===== config.mk =====
export PLATFORM = sky130hd
export DESIGN_NAME = vector_mem_ctrl
export DESIGN_NICKNAME = d
export VERILOG_FILES = /design/src/rtl/vmc_pkg.sv /design/src/rtl/vmc_addr_gen.sv /design/src/rtl/vector_mem_ctrl.sv
export SDC_FILE = /design/constraint.sdc
export NUM_CORES = 1
export LEC_CHECK = 0
export CORE_ASPECT_RATIO = 0.7
export CORE_MARGIN = 4
export CORE_UTILIZATION = 45
export DETAILED_ROUTE_END_ITERATION = 16
export PLACE_DENSITY = 0.89
export REMOVE_ABC_BUFFERS = 1
export SYNTH_ARGS = -nofsm -noshare
export SYNTH_HDL_FRONTEND = slang
export SYNTH_SLANG_ARGS = --single-unit

===== constraint.sdc =====
create_clock -name clk -period 2.4 [get_ports clk]
set_input_delay 0.24 -clock clk [delete_from_list [all_inputs] [get_ports clk]]
set_output_delay 0.24 -clock clk [all_outputs]
set_load 0.005 [all_outputs]

===== src/rtl/vmc_pkg.sv =====
// vmc_pkg
//   Shared types and helpers for the vector memory controller.
//   Contents:
//     vmc_state_e    controller state encoding
//     vmc_len_width  width of a 0..LANES element count
//     vmc_lane_lsb   bit offset of a lane inside a packed vector image
//   Configuration: no macros are used in this file (VMC_STRIDE_EN is
//   consumed only by vmc_addr_gen).

package vmc_pkg;

    typedef enum logic [2:0] {
        IDLE,
        LOAD,
        LOAD_TAIL,
        STORE,
        DONE
    } vmc_state_e;

    // Enough bits to hold every count from 0 up to and including LANES.
    function automatic int vmc_len_width(input int lanes);
        return $clog2(lanes + 1);
    endfunction

    // Lane i of a packed vector occupies bits [i*dw +: dw].
    function automatic int vmc_lane_lsb(input int lane, input int dw);
        return lane * dw;
    endfunction

endpackage


===== src/rtl/vmc_addr_gen.sv =====
// vmc_addr_gen
//   Running word-address generator for the vector memory controller.
//   The accumulator itself is the memory address register: 'load' seeds it
//   with the request base (and captures the stride), 'step' advances it by
//   one element. Arithmetic wraps modulo 2^AW.
//   Ports:
//     clk, rst       clock, asynchronous active-low reset
//     load           seed accumulator from base (and stride register)
//     step           advance accumulator by one element
//     base, stride   request start address and element step
//     addr           current element address (holds when idle)
//   Configuration:
//     VMC_STRIDE_EN  defined   : stride register honoured, 0 allowed
//                    undefined : step is a fixed +1, stride input ignored

module vmc_addr_gen
    import vmc_pkg::*;
#(
    parameter int AW = 32
) (
    input  logic          clk,
    input  logic          rst,
    input  logic          load,
    input  logic          step,
    input  logic [AW-1:0] base,
    input  logic [AW-1:0] stride,
    output logic [AW-1:0] addr
);

    logic [AW-1:0] addr_q, addr_d;

`ifdef VMC_STRIDE_EN
    logic [AW-1:0] stride_q, stride_d;

    // Seed base and stride together on accept; afterwards each step adds
    // the captured stride so a request is immune to later input changes.
    always_comb begin
        addr_d   = addr_q;
        stride_d = stride_q;
        if (load) begin
            addr_d   = base;
            stride_d = stride;
        end else if (step) begin
            addr_d = addr_q + stride_q;
        end
    end

    always_ff @(posedge clk or negedge rst) begin
        if (!rst) begin
            addr_q   <= '0;
            stride_q <= '0;
        end else begin
            addr_q   <= addr_d;
            stride_q <= stride_d;
        end
    end
`else
    logic stride_unused;
    assign stride_unused = ^stride;

    // Unit-stride build: no stride register, the step is a plain increment.
    always_comb begin
        addr_d = addr_q;
        if (load) begin
            addr_d = base;
        end else if (step) begin
            addr_d = addr_q + AW'(1);
        end
    end

    always_ff @(posedge clk or negedge rst) begin
        if (!rst) begin
            addr_q <= '0;
        end else begin
            addr_q <= addr_d;
        end
    end
`endif

    assign addr = addr_q;

endmodule


===== src/rtl/vector_mem_ctrl.sv =====
// vector_mem_ctrl
//   Turns one vector load/store request into LANES-or-fewer consecutive
//   word accesses on a single-port synchronous memory (1-cycle read
//   latency), gathering loaded words into rd_vec or scattering wr_vec.
//   Ports:
//     clk, rst                  clock, asynchronous active-low reset
//     req_valid/req_ready       request handshake (ready only in IDLE)
//     req_we                    1 = store, 0 = load
//     req_base/stride/len       first word address, element step, count
//     wr_vec                    store image, lane i = bits [i*DW +: DW]
//     rd_vec                    load image, valid while done is high
//     done                      one-cycle completion pulse
//     busy                      accept through done, inclusive
//     mem_address/data/rden/wren/q   memory port
//   Configuration: VMC_STRIDE_EN (handled inside vmc_addr_gen) enables a
//   per-request stride; otherwise the stride is fixed at 1.

module vector_mem_ctrl
    import vmc_pkg::*;
#(
    parameter  int LANES = 8,
    parameter  int DW    = 32,
    parameter  int AW    = 32,
    localparam int LW    = vmc_len_width(LANES)
) (
    input  logic                clk,
    input  logic                rst,
    input  logic                req_valid,
    output logic                req_ready,
    input  logic                req_we,
    input  logic [AW-1:0]       req_base,
    input  logic [AW-1:0]       req_stride,
    input  logic [LW-1:0]       req_len,
    input  logic [LANES*DW-1:0] wr_vec,
    output logic [LANES*DW-1:0] rd_vec,
    output logic                done,
    output logic                busy,
    output logic [AW-1:0]       mem_address,
    output logic [DW-1:0]       mem_data,
    output logic                mem_rden,
    output logic                mem_wren,
    input  logic [DW-1:0]       mem_q
);

    vmc_state_e          state_q, state_d;
    logic [LW-1:0]       lane_q, lane_d;
    logic [LW-1:0]       len_q, len_d;
    logic [LW-1:0]       cap_lane_q, cap_lane_d;
    logic                cap_valid_q, cap_valid_d;
    logic [LANES*DW-1:0] wr_vec_q, wr_vec_d;
    logic [LANES*DW-1:0] rd_vec_q, rd_vec_d;
    logic [DW-1:0]       mem_data_q, mem_data_d;
    logic                mem_rden_q, mem_rden_d;
    logic                mem_wren_q, mem_wren_d;
    logic                done_q, done_d;
    logic                busy_q, busy_d;
    logic                req_ready_q, req_ready_d;

    logic                addr_load, addr_step;
    logic [LW-1:0]       len_clamped;
    logic [LW-1:0]       lane_next;
    logic                last_lane;

    assign len_clamped = (req_len > LW'(LANES)) ? LW'(LANES) : req_len;
    assign lane_next   = lane_q + LW'(1);
    assign last_lane   = (lane_q == len_q - LW'(1));

    vmc_addr_gen #(
        .AW(AW)
    ) u_addr_gen (
        .clk   (clk),
        .rst   (rst),
        .load  (addr_load),
        .step  (addr_step),
        .base  (req_base),
        .stride(req_stride),
        .addr  (mem_address)
    );

    // Next-state logic. All outputs are registered and derived from the
    // next state, so a strobe is high exactly during the cycles the FSM
    // sits in LOAD/STORE. The address and store data for lane i+1 are set
    // up on the same edge that retires lane i; on the last lane nothing
    // steps, so the address holds its final value while idle.
    //
    // Read capture trails issue by one cycle: a read strobed in cycle k is
    // sampled by the memory at the end of k and its data is on mem_q during
    // k+1, so cap_valid/cap_lane are simply the previous cycle's strobe and
    // lane. LOAD_TAIL exists only to catch the final lane's data.
    always_comb begin
        state_d     = state_q;
        lane_d      = lane_q;
        len_d       = len_q;
        wr_vec_d    = wr_vec_q;
        rd_vec_d    = rd_vec_q;
        mem_data_d  = mem_data_q;
        cap_valid_d = mem_rden_q;
        cap_lane_d  = lane_q;
        addr_load   = 1'b0;
        addr_step   = 1'b0;

        if (cap_valid_q) begin
            rd_vec_d[vmc_lane_lsb(int'(cap_lane_q), DW) +: DW] = mem_q;
        end

        case (state_q)
            IDLE: begin
                if (req_valid) begin
                    len_d    = len_clamped;
                    lane_d   = '0;
                    wr_vec_d = wr_vec;
                    // Lanes beyond len must read back as zero, so a load
                    // starts from a cleared image.
                    if (!req_we) begin
                        rd_vec_d = '0;
                    end
                    if (len_clamped == '0) begin
                        state_d = DONE;
                    end else begin
                        addr_load = 1'b1;
                        if (req_we) begin
                            state_d    = STORE;
                            mem_data_d = wr_vec[DW-1:0];
                        end else begin
                            state_d = LOAD;
                        end
                    end
                end
            end
            LOAD: begin
                if (last_lane) begin
                    state_d = LOAD_TAIL;
                end else begin
                    lane_d    = lane_next;
                    addr_step = 1'b1;
                end
            end
            LOAD_TAIL: begin
                state_d = DONE;
            end
            STORE: begin
                if (last_lane) begin
                    state_d = DONE;
                end else begin
                    lane_d     = lane_next;
                    addr_step  = 1'b1;
                    mem_data_d = wr_vec_q[vmc_lane_lsb(int'(lane_next), DW) +: DW];
                end
            end
            DONE: begin
                state_d = IDLE;
            end
            default: begin
                state_d = IDLE;
            end
        endcase

        mem_rden_d  = (state_d == LOAD);
        mem_wren_d  = (state_d == STORE);
        done_d      = (state_d == DONE);
        busy_d      = (state_d != IDLE);
        req_ready_d = (state_d == IDLE);
    end

    // Single state register. Reset aborts any request in flight and drops
    // the memory strobes without waiting for a clock edge.
    always_ff @(posedge clk or negedge rst) begin
        if (!rst) begin
            state_q     <= IDLE;
            lane_q      <= '0;
            len_q       <= '0;
            cap_lane_q  <= '0;
            cap_valid_q <= 1'b0;
            wr_vec_q    <= '0;
            rd_vec_q    <= '0;
            mem_data_q  <= '0;
            mem_rden_q  <= 1'b0;
            mem_wren_q  <= 1'b0;
            done_q      <= 1'b0;
            busy_q      <= 1'b0;
            req_ready_q <= 1'b1;
        end else begin
            state_q     <= state_d;
            lane_q      <= lane_d;
            len_q       <= len_d;
            cap_lane_q  <= cap_lane_d;
            cap_valid_q <= cap_valid_d;
            wr_vec_q    <= wr_vec_d;
            rd_vec_q    <= rd_vec_d;
            mem_data_q  <= mem_data_d;
            mem_rden_q  <= mem_rden_d;
            mem_wren_q  <= mem_wren_d;
            done_q      <= done_d;
            busy_q      <= busy_d;
            req_ready_q <= req_ready_d;
        end
    end

    assign req_ready = req_ready_q;
    assign rd_vec    = rd_vec_q;
    assign done      = done_q;
    assign busy      = busy_q;
    assign mem_data  = mem_data_q;
    assign mem_rden  = mem_rden_q;
    assign mem_wren  = mem_wren_q;

endmodule


== After elaboration in Yosys (flattened, before gate mapping) ==
Cells that the tools add are included.
Storage, ports and cells
  input port bits: 360
  output and inout bits: 325
  bits in registers: 597
Operators by class
  shift operators: 3
  magnitude comparators: 1
  reductions and logical operators: 11
  multiplexer cells: 27
  eq/ne operators: 12
  add/subtract/negate cells: 4
Operators with widths (number)
  256-bit two-way mux: 4
  256-bit bitwise mux: 1
  32-bit by 33-bit variable shift with 256-bit output, first input constant: 1
  256-bit by 10-bit indexed part select with 32-bit output: 1
  32-bit by 33-bit indexed part select with 256-bit output: 1
  32-bit two-way mux: 6
  32-bit one-hot mux with 2 select lines: 1
  9-bit negator with 33-bit output: 1
  32-bit by 1-bit adder with 32-bit output, second input constant: 1
  3-bit two-way mux: 4
  4-bit two-way mux: 3
  3-bit one-hot mux with 4 select lines: 1
  2-bit inequality test, second input constant: 5
  3-bit by 2-bit == test with 1-bit output, second input constant: 3
  4-bit one-hot mux with 2 select lines: 1
  3-bit by 1-bit == test with 1-bit output, second input constant: 2
  3-bit zero test: 2
  2-bit nonzero test: 3
  1-bit two-way mux: 5
  5-bit AND reduction: 1
  4-bit by 1-bit adder with 4-bit output, second input constant: 1
  4-bit == test: 1
  4-bit greater-than comparator, second input constant: 1
  4-bit zero test: 1
  7 further kinds: 7

== Longest topological paths before layout ==
Gate-level depths: netlist (run 1).
  word-level depth: 7
  depth in mapped cells: 11
  mapped depth without buffers: 7

== Modules after synthesis ==
A second synthesis (run 1) with hierarchy kept.
Second synthesis, totals
  cells, all modules: 2964
  area, all modules: 26659.3 sq um
By module, submodules not included
  vector_mem_ctrl: cells an instance 2741, times used 1, area each 24748.7 sq um, seq. area each 14139.8 sq um
  vmc_addr_gen: cells an instance 223, times used 1, area each 1910.6 sq um, seq. area each 800.8 sq um

== Worst setup path after synthesis (run 1) ==
No wires, ideal clock.
  kind: reg2reg
  from: register lane_q[1], in the netlist cap_lane_d[1]
  to: register mem_data_q[12], in the netlist mem_data[12]
  data required time: 2.272 ns
  cell stages (with the launch flop): 8
  path buffers: 2
  arrival time: 2.403 ns
  path slack: -0.130 ns
  library setup time: 0.128 ns
  path through: dfrtp_1 ha_1 clkbuf_1 buf_1 mux4_2 mux2_2 a22o_1 mux2_1
Between the ends
  longest elaborated chain between the ends: 4
RTL lines
  start, declared: RTL line vector_mem_ctrl.sv:46  | logic [LW-1:0] lane_q, lane_d;
  start signal, assigned: RTL line vector_mem_ctrl.sv:184  | lane_q <= lane_d;
  4-bit by 1-bit adder with 4-bit output: RTL line vector_mem_ctrl.sv:65  | assign lane_next = lane_q + LW'(1);
  256-bit by 10-bit indexed part select with 32-bit output: RTL line vector_mem_ctrl.sv:147  | mem_data_d = wr_vec_q[vmc_lane_lsb(int'(lane_next), DW) +: DW];
  32-bit two-way mux: RTL line vector_mem_ctrl.sv:142  | if (last_lane) begin
  32-bit one-hot mux with 2 select lines: RTL line vector_mem_ctrl.sv:106  | case (state_q)
  end signal, assigned: RTL line vector_mem_ctrl.sv:190  | mem_data_q <= mem_data_d;
  end, declared: RTL line vector_mem_ctrl.sv:52  | logic [DW-1:0] mem_data_q, mem_data_d;
Several ways; a longest one is shown, not always the timed one. The select of a mux whose other input is x is not followed.
A chain may end at the register's enable or synchronous reset.

== Worst setup path in the final report (run 1) ==
  from: register lane_q[0], in the netlist cap_lane_d[0]
  to: register mem_data_q[0], in the netlist mem_data[0]
The elaborated chain is that of the path after synthesis.

==> run_results.csv, run 1 <==
group,metric,value,unit
power_and_ir_drop,power.density_cell_area,1308,mW/mm²
drt,drt_first_pass_iters,8,
clock_network,cts_inserted_buffers,57,
floorplanning,fp.coreArea,0.05870,mm²
power_and_ir_drop,swShare,0.3676,
setup_path,worst-path-buf-inv,1,
drt,drc_violations,0,
drt,highest_layer,"met5",
final_layout,finish.cell_count_without_fillers,4274,
status,result_of_the_run,"completed",
global_route,grt_overflow,0,
placement,dp_hpwl,65490,µm
global_route,number_of_global_route_vias_before_repair,25250,
final_layout,combined_area_of_the_multi_input_logic_cells,0.01099,mm²
final_layout,sequential_cell_area,0.01495,mm²
final_layout,filler_cell_count,4358,
drt,route.layer.met1.wl,34410,µm
setup_path,worst_setup_path_end_kind,"flop",
run,drv_cap,0,
drt,ant_nets,0,
clock_network,clkLatencyLatePin,0.61,ns
clock_network,cts_post_setup_buffers_inserted,0,
global_route,largest_net_degree_at_the_start_of_global_routing,226,
sta,hold_violations,0,
drt,dr_total_vias,24640,
sta,final_period_minus_worst_setup_slack,2.335,ns
final_layout,post-route-util,0.6345,
logic_synthesis,synth.mux.area_fraction,0.09491,
power_and_ir_drop,p_comb_frac,0.449,
logic_synthesis,ys_dominant_reg_cell,"sky130_fd_sc_hd__dfrtp_1",
power_and_ir_drop,switching_power,17910,µW
clock_network,clock_path_buffers,3,
sta,max_slew.worst_pin.slew,1.102,ns
placement,place_congestion,0.9316,
setup_path,worst-setup-path-type,"flop to flop",
logic_synthesis,syn_area_per_cell,9.554,µm²
power_and_ir_drop,power.internal,30820,µW
setup_path,worst_setup_path_start_kind,"flop",
final_layout,layout-drive-gt1-share,0.1150,
power_and_ir_drop,clock_power_share,0.197,
clock_network,maximum_level_of_the_cts_h_tree,2,
global_route,number_of_antenna_violations_at_the_first_check_in_global_routing,6,
placement,place.port_buffers,652,
floorplanning,die-area,0.06374,mm²
logic_synthesis,postSynthCellCount,2812,
floorplanning,core.rowCount,74,
logic_synthesis,ys_ff_latch,597,
drt,average_vias_per_placed_instance,5.764,
floorplanning,die_outline_height,212.4,µm
floorplanning,io_pins,685,
sta,grt_setup_unrepaired,"yes",
sta,timing.final.max_slew_violations,0,
setup_path,largest_fanout_of_any_net_on_the_critical_path,13,
global_route,grt_pass1_wl,144100,µm
setup_path,crit_path_cell_trace,"ha_4, buf_4, mux4_2, mux2_2, a22o_1, mux2_2",
logic_synthesis,synth-warning-count,0,
setup_path,cp_slowest_cell,"sky130_fd_sc_hd__dfrtp_4",
sta,maxSlewHeadroom,0.2651,
clock_network,worst_path_clk_slew,0.07,ns
logic_synthesis,synth_async_sr_flop_share,1.000,
logic_synthesis,yosys.area_share.xor_xnor,0.006380,
sta,max_clock_freq,0.4282,GHz
drt,routed_wirelength,95620,µm
drt,dr.first_iter.drc_count,2458,
min_path,hold_path_class,"input pin to flop",
power_and_ir_drop,irDropWorstVdd,0.8458,mV
power_and_ir_drop,p_leak,0.01658,µW
clock_network,clock-sinks,597,
logic_synthesis,synth_top_family_by_area,"simple AND/OR/NAND/NOR gates",
floorplanning,initial_utilization,0.4577,
logic_synthesis,netlist-cell-type-count,69,
logic_synthesis,synth_compound_area_frac,0.07395,
logic_synthesis,synth_edf_count,0,
floorplanning,die_w,300.1,µm
setup_path,timing.critical_path.slowest_cell_delay,0.50,ns
setup_path,crit_family,"multiplexers",
power_and_ir_drop,power.share.sequential,0.354,
drt,wl_per_cell,22.37,µm
global_route,gr-usage-all-layers,0.2900,
final_layout,count_of_nets_after_finishing,3789,
setup_path,cp_common_cell,"sky130_fd_sc_hd__mux2_2",
logic_synthesis,synth-seq-area-share,0.5561,
setup_path,worst_ep_required_time,2.88,ns
clock_network,tritoncts_clock_tree,"done",
drt,detailroute.wirelength.met2,45530,µm
sta,finish_stage_setup_viols,0,
final_layout,layout-area-overhead-vs-synth,38.63,%
logic_synthesis,synthesized_area_fraction_occupied_by_adder_cells,0.002329,
clock_network,cts.root.buffer_cell,"sky130_fd_sc_hd__clkbuf_16",
sta,post-route-period-util,0.9730,
setup_path,critical_path_arrival,2.82,ns
logic_synthesis,mappedNetlistArea,0.02687,mm²
logic_synthesis,synth_simple_gate_area_share,0.2246,
sta,final.setup_skew,0.01837,ns
placement,total_instance_count_after_detailed_placement,4161,
drt,wl_met3,9841,µm
[kinds of logic (layout without fill, tap and decap cells)]
group | Yosys count | count (layout)
AOI/OAI and AO/OA | 343 | 343
xor gates and xnor gates | 15 | 15
adders and majority gates | 5 | 5
buffers and inverters | 248 | 905
DFF | 597 | 597
muxes | 160 | 160
other | 0 | 7
and+or+nand+nor | 1444 | 1444
[final timing paths]
path	endpoint	from	slack, ns	depth (start not counted)
max in group asynchronous	rd_vec[125]$_DFF_PN0_	rst	1.33	4
worst min-delay path	wr_vec_q[78]$_DFFE_PN0P_	wr_vec[78]	0.16	3
worst min register to register	cap_valid_q$_DFF_PN0_	mem_rden$_DFF_PN0_	0.41	0
worst max register to register	mem_data[0]$_DFFE_PN0P_	cap_lane_d[0]$_DFFE_PN0P_	0.06	6
worst max-delay path	mem_data[0]$_DFFE_PN0P_	cap_lane_d[0]$_DFFE_PN0P_	0.06	6
min in group asynchronous	wr_vec_q[233]$_DFFE_PN0P_	rst	0.20	2
[layout make-up]
type | instances | area share
flip-flops and latches | 597 | 0.4014
multi-input cells | 1967 | 0.2951
repair buffers | 787 | 0.2216
clock buffers | 81 | 0.04535
well taps | 798 | 0.02681
clock inverters | 23 | 0.007928
inverters | 14 | 0.001411
diodes | 7 | 0.0004703
[tightest hold or removal path, cell delays in order]
cell and delay, ns:
sky130_fd_sc_hd__clkdlybuf4s50_1 0.39, sky130_fd_sc_hd__nand2_1 0.06, sky130_fd_sc_hd__nand2_1 0.04
[per-stage QoR]
stage | cell area (µm²) | TNS (ns) | hold slack (ns) | power, µW | setup WS, ns
global placement | 35130 | 0 | 0.2471 | 37590 | 0.1143
finish | 37240 | 0 | 0.1562 | 48730 | 0.06477
global route | 37230 | 0 | 0.1410 | 51280 | 0.001737
CTS | 37130 | 0 | 0.1230 | 48490 | 0.01911
detailed placement | 35130 | 0 | 0.2473 | 38600 | 0.03580
floorplan | 25800 | -8927.33 | -0.05559 | 26690 | -26.03
[state kept, by name, summed over array words and instances, names as in the netlist, 3 cells and up]
| register | cells |
|---|---|
| mem_data | 32 |
| cap_lane_d | 4 |
| cap_lane_q | 4 |
| state_q | 3 |
| wr_vec_q | 256 |
| u_addr_gen.addr | 32 |
| len_q | 4 |
| rd_vec | 256 |
[Yosys cell counts, types with 4 or more instances]
master | number | share of area
sky130_fd_sc_hd__a22o_1 | 32 | 0.010
sky130_fd_sc_hd__mux2i_1 | 32 | 0.012
sky130_fd_sc_hd__and4_1 | 5 | 0.0016
sky130_fd_sc_hd__buf_2 | 76 | 0.014
sky130_fd_sc_hd__inv_1 | 14 | 0.0020
sky130_fd_sc_hd__or3_1 | 8 | 0.0019
sky130_fd_sc_hd__xor2_1 | 6 | 0.0020
sky130_fd_sc_hd__buf_1 | 7 | 0.00098
sky130_fd_sc_hd__nand2_1 | 1043 | 0.15
sky130_fd_sc_hd__o31ai_1 | 9 | 0.0025
sky130_fd_sc_hd__nand3b_1 | 4 | 0.0011
sky130_fd_sc_hd__mux4_2 | 64 | 0.054
sky130_fd_sc_hd__o211ai_1 | 6 | 0.0017
sky130_fd_sc_hd__mux2_1 | 6 | 0.0025
sky130_fd_sc_hd__nand4_1 | 12 | 0.0028
sky130_fd_sc_hd__or4_1 | 10 | 0.0028
sky130_fd_sc_hd__o21ai_0 | 20 | 0.0037
sky130_fd_sc_hd__a31oi_1 | 14 | 0.0033
sky130_fd_sc_hd__mux2_2 | 40 | 0.017
sky130_fd_sc_hd__clkbuf_1 | 139 | 0.019
sky130_fd_sc_hd__nor2_1 | 72 | 0.010
sky130_fd_sc_hd__nor2b_1 | 4 | 0.00093
sky130_fd_sc_hd__xnor2_1 | 6 | 0.0020
sky130_fd_sc_hd__a211oi_1 | 4 | 0.0011
sky130_fd_sc_hd__and2_1 | 16 | 0.0037
sky130_fd_sc_hd__buf_6 | 8 | 0.0034
sky130_fd_sc_hd__nand3_1 | 228 | 0.042
sky130_fd_sc_hd__ha_1 | 5 | 0.0023
sky130_fd_sc_hd__dfrtp_1 | 596 | 0.56
sky130_fd_sc_hd__and3_1 | 9 | 0.0021
sky130_fd_sc_hd__a21oi_1 | 237 | 0.044
sky130_fd_sc_hd__nor3_1 | 8 | 0.0015
sky130_fd_sc_hd__mux2_4 | 18 | 0.010
[power by group through the flow]
stage          clock (µW)  combinational [µW]  sequential, µW
2_1_floorplan           0               10100           16600
3_3_place_gp            0               20700           16900
3_5_place_dp            0               21500           17100
4_1_cts              9680               21700           17100
5_1_grt             10100               23600           17600
6_report             9580               21900           17300
[routing by layer]
layer,vias up,global-route usage
met5,-,0
li1,10630,-
met2,1650,0.4804
met4,4,0.1537
met3,395,0.06778
met1,11950,0.3577
[placed cells by master (no fill, tap or decap), types with 4 or more instances in the layout]
master / netlist / routed
sky130_fd_sc_hd__nand3_1: 228 / 225
sky130_fd_sc_hd__clkbuf_16: 0 / 60
sky130_fd_sc_hd__clkdlybuf4s50_1: 0 / 651
sky130_fd_sc_hd__a21oi_1: 237 / 235
sky130_fd_sc_hd__nor2b_1: 4 / 4
sky130_fd_sc_hd__and3_1: 9 / 8
sky130_fd_sc_hd__o211ai_1: 6 / 6
sky130_fd_sc_hd__and2_1: 16 / 16
sky130_fd_sc_hd__nand4_1: 12 / 12
sky130_fd_sc_hd__a22o_1: 32 / 32
sky130_fd_sc_hd__nand2_1: 1043 / 1043
sky130_fd_sc_hd__dfrtp_1: 596 / 592
sky130_fd_sc_hd__or4_1: 10 / 10
sky130_fd_sc_hd__mux4_2: 64 / 64
sky130_fd_sc_hd__o21ai_0: 20 / 19
sky130_fd_sc_hd__a31oi_1: 14 / 14
sky130_fd_sc_hd__nor2_1: 72 / 67
sky130_fd_sc_hd__diode_2: 0 / 7
sky130_fd_sc_hd__nor3_1: 8 / 7
sky130_fd_sc_hd__o31ai_1: 9 / 9
sky130_fd_sc_hd__mux2i_1: 32 / 31
sky130_fd_sc_hd__buf_4: 2 / 78
sky130_fd_sc_hd__inv_1: 14 / 13
sky130_fd_sc_hd__or3_1: 8 / 8
sky130_fd_sc_hd__clkbuf_1: 139 / 9
sky130_fd_sc_hd__buf_12: 1 / 53
sky130_fd_sc_hd__a211oi_1: 4 / 4
sky130_fd_sc_hd__clkinv_2: 0 / 9
sky130_fd_sc_hd__mux2_1: 6 / 6
sky130_fd_sc_hd__mux2_2: 40 / 40
sky130_fd_sc_hd__mux2_4: 18 / 18
sky130_fd_sc_hd__xnor2_1: 6 / 6
sky130_fd_sc_hd__clkbuf_8: 0 / 13
sky130_fd_sc_hd__bufinv_16: 0 / 6
sky130_fd_sc_hd__and4_1: 5 / 5
sky130_fd_sc_hd__nand3b_1: 4 / 4
sky130_fd_sc_hd__nor2_4: 0 / 5
[what timing repair did]
action                     in CTS  in global routing
gates resized for setup         0                 17
hold endpoints to repair       67                  0
setup endpoints to repair       0                 56
hold buffers                    1                  0
(Power assumes the default switching activity.)
==> run 2, diff against run 1 <==
Settings changed: CORE_UTILIZATION 45 to 25, PLACE_DENSITY 0.89 to 0.6.
==> run_results.csv, run 2 (synthesis results as in run 1) <==
group,metric,value,unit
status,result_of_the_run,"completed",
clock_network,clock_path_buffers,3,
power_and_ir_drop,power.share.sequential,0.345,
sta,hold_violations,0,
setup_path,timing.critical_path.slowest_cell_delay,0.52,ns
floorplanning,die_outline_height,282.3,µm
final_layout,layout.cells.most_common,"sky130_fd_sc_hd__nand2_1",
final_layout,count_of_nets_after_finishing,3817,
floorplanning,io_pins,685,
clock_network,cts_inserted_buffers,61,
min_path,hold_path_class,"input pin to flop",
setup_path,crit_path_cell_trace,"ha_4, buf_4, buf_8, mux4_2, mux2_2, a22o_1, mux2_1",
clock_network,tritoncts_clock_tree,"done",
setup_path,critical_path_arrival,2.86,ns
placement,post-place-ws,-0.02052,ns
placement,dp_hpwl,68680,µm
global_route,grt_pass1_wl,146900,µm
final_layout,layout-area-overhead-vs-synth,42.95,%
placement,place.port_buffers,652,
sta,grt_setup_unrepaired,"no",
floorplanning,die_w,399.8,µm
setup_path,worst_setup_path_end_kind,"flop",
clock_network,maximum_level_of_the_cts_h_tree,2,
placement,place_congestion,0.8383,
setup_path,worst_ep_required_time,2.91,ns
setup_path,cp_slowest_cell,"sky130_fd_sc_hd__dfrtp_4",
clock_network,clkLatencyLatePin,0.63,ns
floorplanning,initial_utilization,0.2523,
global_route,largest_net_degree_at_the_start_of_global_routing,139,
sta,final_period_minus_worst_setup_slack,2.345,ns
final_layout,sequential_cell_area,0.01495,mm²
global_route,use_met1,0.2379,
power_and_ir_drop,power.internal,32200,µW
setup_path,worst_setup_path_start_kind,"flop",
setup_path,regToRegStartpoint,"cap_lane_d[0]$_DFFE_PN0P_",
power_and_ir_drop,switching_power,17840,µW
sta,final.setup.tns,0,ns
drt,routed_wirelength,99130,µm
power_and_ir_drop,clock_power_share,0.216,
drt,dr_total_vias,23170,
sta,max_slew.worst_pin.slew,0.6942,ns
clock_network,worst_path_clk_slew,0.06,ns
drt,drc_violations,0,
drt,dr.first_iter.drc_count,1894,
final_layout,filler_cell_count,10630,
setup_path,worst_setup_path_startpoint,"cap_lane_d[0]$_DFFE_PN0P_",
drt,ant_nets,0,
drt,drt_first_pass_iters,5,
sta,final.setup.worst_slack,0.05502,ns
run,drv_cap,0,
global_route,top_usage_layer,"met2",
final_layout,antenna_cells,0,
global_route,number_of_antenna_violations_at_the_first_check_in_global_routing,7,
power_and_ir_drop,swShare,0.3565,
global_route,gr-usage-all-layers,0.1689,
power_and_ir_drop,totalPowerFinal,50050,µW
global_route,met3_usage,0.03298,
floorplanning,die-area,0.1129,mm²
final_layout,mostFrequentLayoutCells,"1042 x sky130_fd_sc_hd__nand2_1, 651 x sky130_fd_sc_hd__clkdlybuf4s50_1, 594 x sky130_fd_sc_hd__dfrtp_1",
sta,final.setup_skew,0.01741,ns
floorplanning,core.rowCount,100,
drt,wl_per_cell,20.10,µm
sta,post-route-period-util,0.9771,
power_and_ir_drop,irDropWorstVdd,0.6406,mV
sta,timing.final.max_slew_violations,0,
sta,max_clock_freq,0.4264,GHz
sta,finish_stage_setup_viols,0,
final_layout,combined_area_of_the_multi_input_logic_cells,0.01095,mm²
global_route,number_of_global_route_vias_before_repair,23130,
global_route,global_route_met2_utilization,0.2676,
clock_network,clock-sinks,597,
floorplanning,fp.coreArea,0.1065,mm²
global_route,grt_overflow,0,
setup_path,worst-path-buf-inv,2,
sta,maxSlewHeadroom,0.5372,
clock_network,cts.root.buffer_cell,"sky130_fd_sc_hd__clkbuf_16",
min_path,holdCritStartpoint,"wr_vec[129]",
power_and_ir_drop,p_leak,0.01683,µW
setup_path,largest_fanout_of_any_net_on_the_critical_path,8,
setup_path,worst-setup-path-type,"flop to flop",
setup_path,crit_family,"multiplexers",
drt,average_vias_per_placed_instance,4.697,
power_and_ir_drop,p_comb_frac,0.439,
power_and_ir_drop,power.density_cell_area,1303,mW/mm²
final_layout,layout-drive-gt1-share,0.1219,
## run 2: cell count changes in the layout (fill, tap and decap cells not counted), moves of 3 or more
cell and delta:
sky130_fd_sc_hd__clkinv_4 -3, sky130_fd_sc_hd__buf_4 +27, sky130_fd_sc_hd__buf_12 -5, sky130_fd_sc_hd__clkbuf_16 +5, sky130_fd_sc_hd__bufinv_16 +6, sky130_fd_sc_hd__diode_2 -7
## run 2: path summary, 6_finish.rpt
kind / to / cells after the start / slack [ns]
max: mem_data[12]$_DFFE_PN0P_ / 7 / 0.06
min: wr_vec_q[129]$_DFFE_PN0P_ / 3 / 0.13
max reg2reg: mem_data[12]$_DFFE_PN0P_ / 7 / 0.06
min reg2reg: cap_valid_q$_DFF_PN0_ / 0 / 0.40
max in group asynchronous: mem_data[11]$_DFFE_PN0P_ / 4 / 1.29
min in group asynchronous: rd_vec[143]$_DFF_PN0_ / 2 / 0.21
## run 2: stage by stage
stage	instances	hold slack [ns]	util	area [µm²]
6_report	4932	0.1292	0.3607	38410
5_1_grt	4932	0.09839	0.3607	38410
4_1_cts	4916	0.07366	0.3588	38210
3_5_place_dp	4800	0.2603	0.3373	35920
3_3_place_gp	4800	0.2602	0.3373	35920
2_1_floorplan	2578	-0.05559	-	25800
## run 2: worst reg2reg max path, delay by kind of cell, from the launching register on
family	cells	cell delay, ns
compound gates	1	0.19
flops	1	0.52
mux	3	0.84
fa+ha+maj	1	0.34
buf+inv	2	0.35
## run 2: metal layers
layer | wire, µm | up-vias
li1 | - | 10680
met1 | 43520 | 11350
met2 | 45180 | 960
met3 | 7997 | 160
met4 | 2328 | 14
met5 | 101 | -
## run 2: repair_timing
action,4_1_cts,5_1_grt
buffers inserted,0,13
setup endpoints to repair,1,73
resized for setup,0,5
endpoints found under the hold margin,29,0
cloned,0,3
hold buffers,1,0
pin swaps,1,3
## run 2: area by class of cell
cell class	count	area share
clock inverters	26	0.01183
flip-flops and latches	597	0.3891
well taps	1428	0.04652
inverters	14	0.001368
clock buffers	89	0.04750
multi-input cells	1967	0.2851
repair buffers	811	0.2186
## run 2: power by group through the flow
stage	clock (µW)	sequential (µW)	combinational, µW
finish	10800	17300	22000
CTS	11000	17200	21700
detailed placement	0	17400	21600
global placement	0	17300	21200
floorplan	0	16600	10100
global route	11400	17700	24100
==> RTL change (config.mk and constraints of run 1) <==
`AW` is set to 32 in 2 places; all go to 64.
--- a/src/rtl/vmc_addr_gen.sv
+++ b/src/rtl/vmc_addr_gen.sv
@@ -18,3 +18,3 @@
 #(
-    parameter int AW = 32
+    parameter int AW = 64
 ) (
--- a/src/rtl/vector_mem_ctrl.sv
+++ b/src/rtl/vector_mem_ctrl.sv
@@ -22,3 +22,3 @@
     parameter  int DW    = 32,
-    parameter  int AW    = 32,
+    parameter  int AW    = 64,
     localparam int LW    = vmc_len_width(LANES)
Interface: changed (resized mem_address, req_base and req_stride); port bits go from 685 to 781. No check against the original RTL was run, so the function may have changed too.
==> RTL change against run 1 <==
  * Wire length increased by 9.6%
  * Area after synthesis increased by 4.6%
  * Setup slack got worse by 0.040 ns
  * Sequential share of layout area decreased by 0.13 points
  * Total power increased by 2.6%
  * Design area increased by 5.7%
  * Sequential cell count increased by 32
  * Maximum frequency decreased by 1.7%
==> RTL change: results (changes against run 1) <==
stage,metric,value,unit,change
clocking,clkSinkCount,629,,+5.4%
routing,met2WireLength,49.0,mm,+7.6%
yosys,muxShareOfSynthArea,0.0635,,-0.0314
yosys,avgSynthCellArea,9.11,um^2,-4.7%
critical_path,r2r_slack,0.02,ns,-0.04 ns
global_route,grt_pass1_vias,27364,,+8.4%
yosys,netlist_top_cells_count,"nand2_1, dfrtp_1, a21oi_1",,
clocking,cts_buffers,59,,+3.5%
finish,final-clk-cell-share,0.0514,,-0.00188
finish,buffers,871,,+11%
power,ir_drop,0.767,mV,-9.4%
finish,n_multi_input_combinational_cell,2200,,+12%
global_route,grt_max_degree,197,,-13%
floorplanning,dieArea,66600,um^2,+4.5%
critical_path,arrival,2.88,ns,+0.06 ns
yosys,synth_compound_area_frac,0.0782,,+0.00425
timing,fin_hold_ws,0.145,ns,-0.0111 ns
global_route,grtUsageMet1,0.374,,+0.0166
finish,multi_input_area,11500,um^2,+4.5%
power,p_leak,0.0174,uW,+4.9%
timing,worst_pin_slew,0.976,ns,-0.126 ns
placement,dp_hpwl,71.5,mm,+9.1%
yosys,synth_xor_area_frac,0.0167,,+0.0104
global_route,met3_usage,0.0766,,+0.00878
global_route,grtUsageTotal,0.303,,+0.0130
finish,insertedDiodeCount,19,,+12
routing,wl_met1,37.0,mm,+7.6%
routing,wire_per_inst,22.5,um,+0.48%
yosys,seq_area_frac_synth,0.560,,+0.00386
routing,drt_first_pass_iters,12,,+4
power,power_per_cell_area,1270,nW/um^2,-2.9%
placement,placed_area,37100,um^2,+5.6%
critical_path,setup.worst_path.end,u_addr_gen.addr[46],,
finish,final-nonclk-buf-share,0.228,,+0.00674
outcome,run_status,"finished, final reports clean",,
critical_path,path_max_fanout,6,,-7
timing,skew,0.0136,ns,-0.00477 ns
finish,nClkBuffers,85,,+4.9%
==> RTL change: changes by cell type in the layout (fill, tap and decap cells not counted), moves of 12 or more <==
| cell | before | now |
|---|---|---|
| nand4_1 | 12 | 32 |
| diode_2 | 7 | 19 |
| mux2_4 | 18 | 0 |
| a21oi_1 | 235 | 329 |
| buf_4 | 78 | 103 |
| mux2_2 | 40 | 2 |
| nor2_1 | 67 | 105 |
| a22o_1 | 32 | 0 |
| clkdlybuf4s50_1 | 651 | 715 |
| o21ai_1 | 2 | 16 |
| nand2_1 | 1043 | 1180 |
| dfrtp_1 | 592 | 626 |
| xor2_1 | 3 | 35 |
==> RTL change: tightest hold or removal path: cells and delay by family <==
family / cells / cell delay [ns]
buffers and inverters: 1 / 0.40
AND/OR/NAND/NOR: 2 / 0.09
==> RTL change: power by group <==
| part | internal [uW] | switching (uW) |
|---|---|---|
| clock network | 5580 | 4320 |
| logic | 10800 | 10900 |
| registers | 15100 | 3330 |
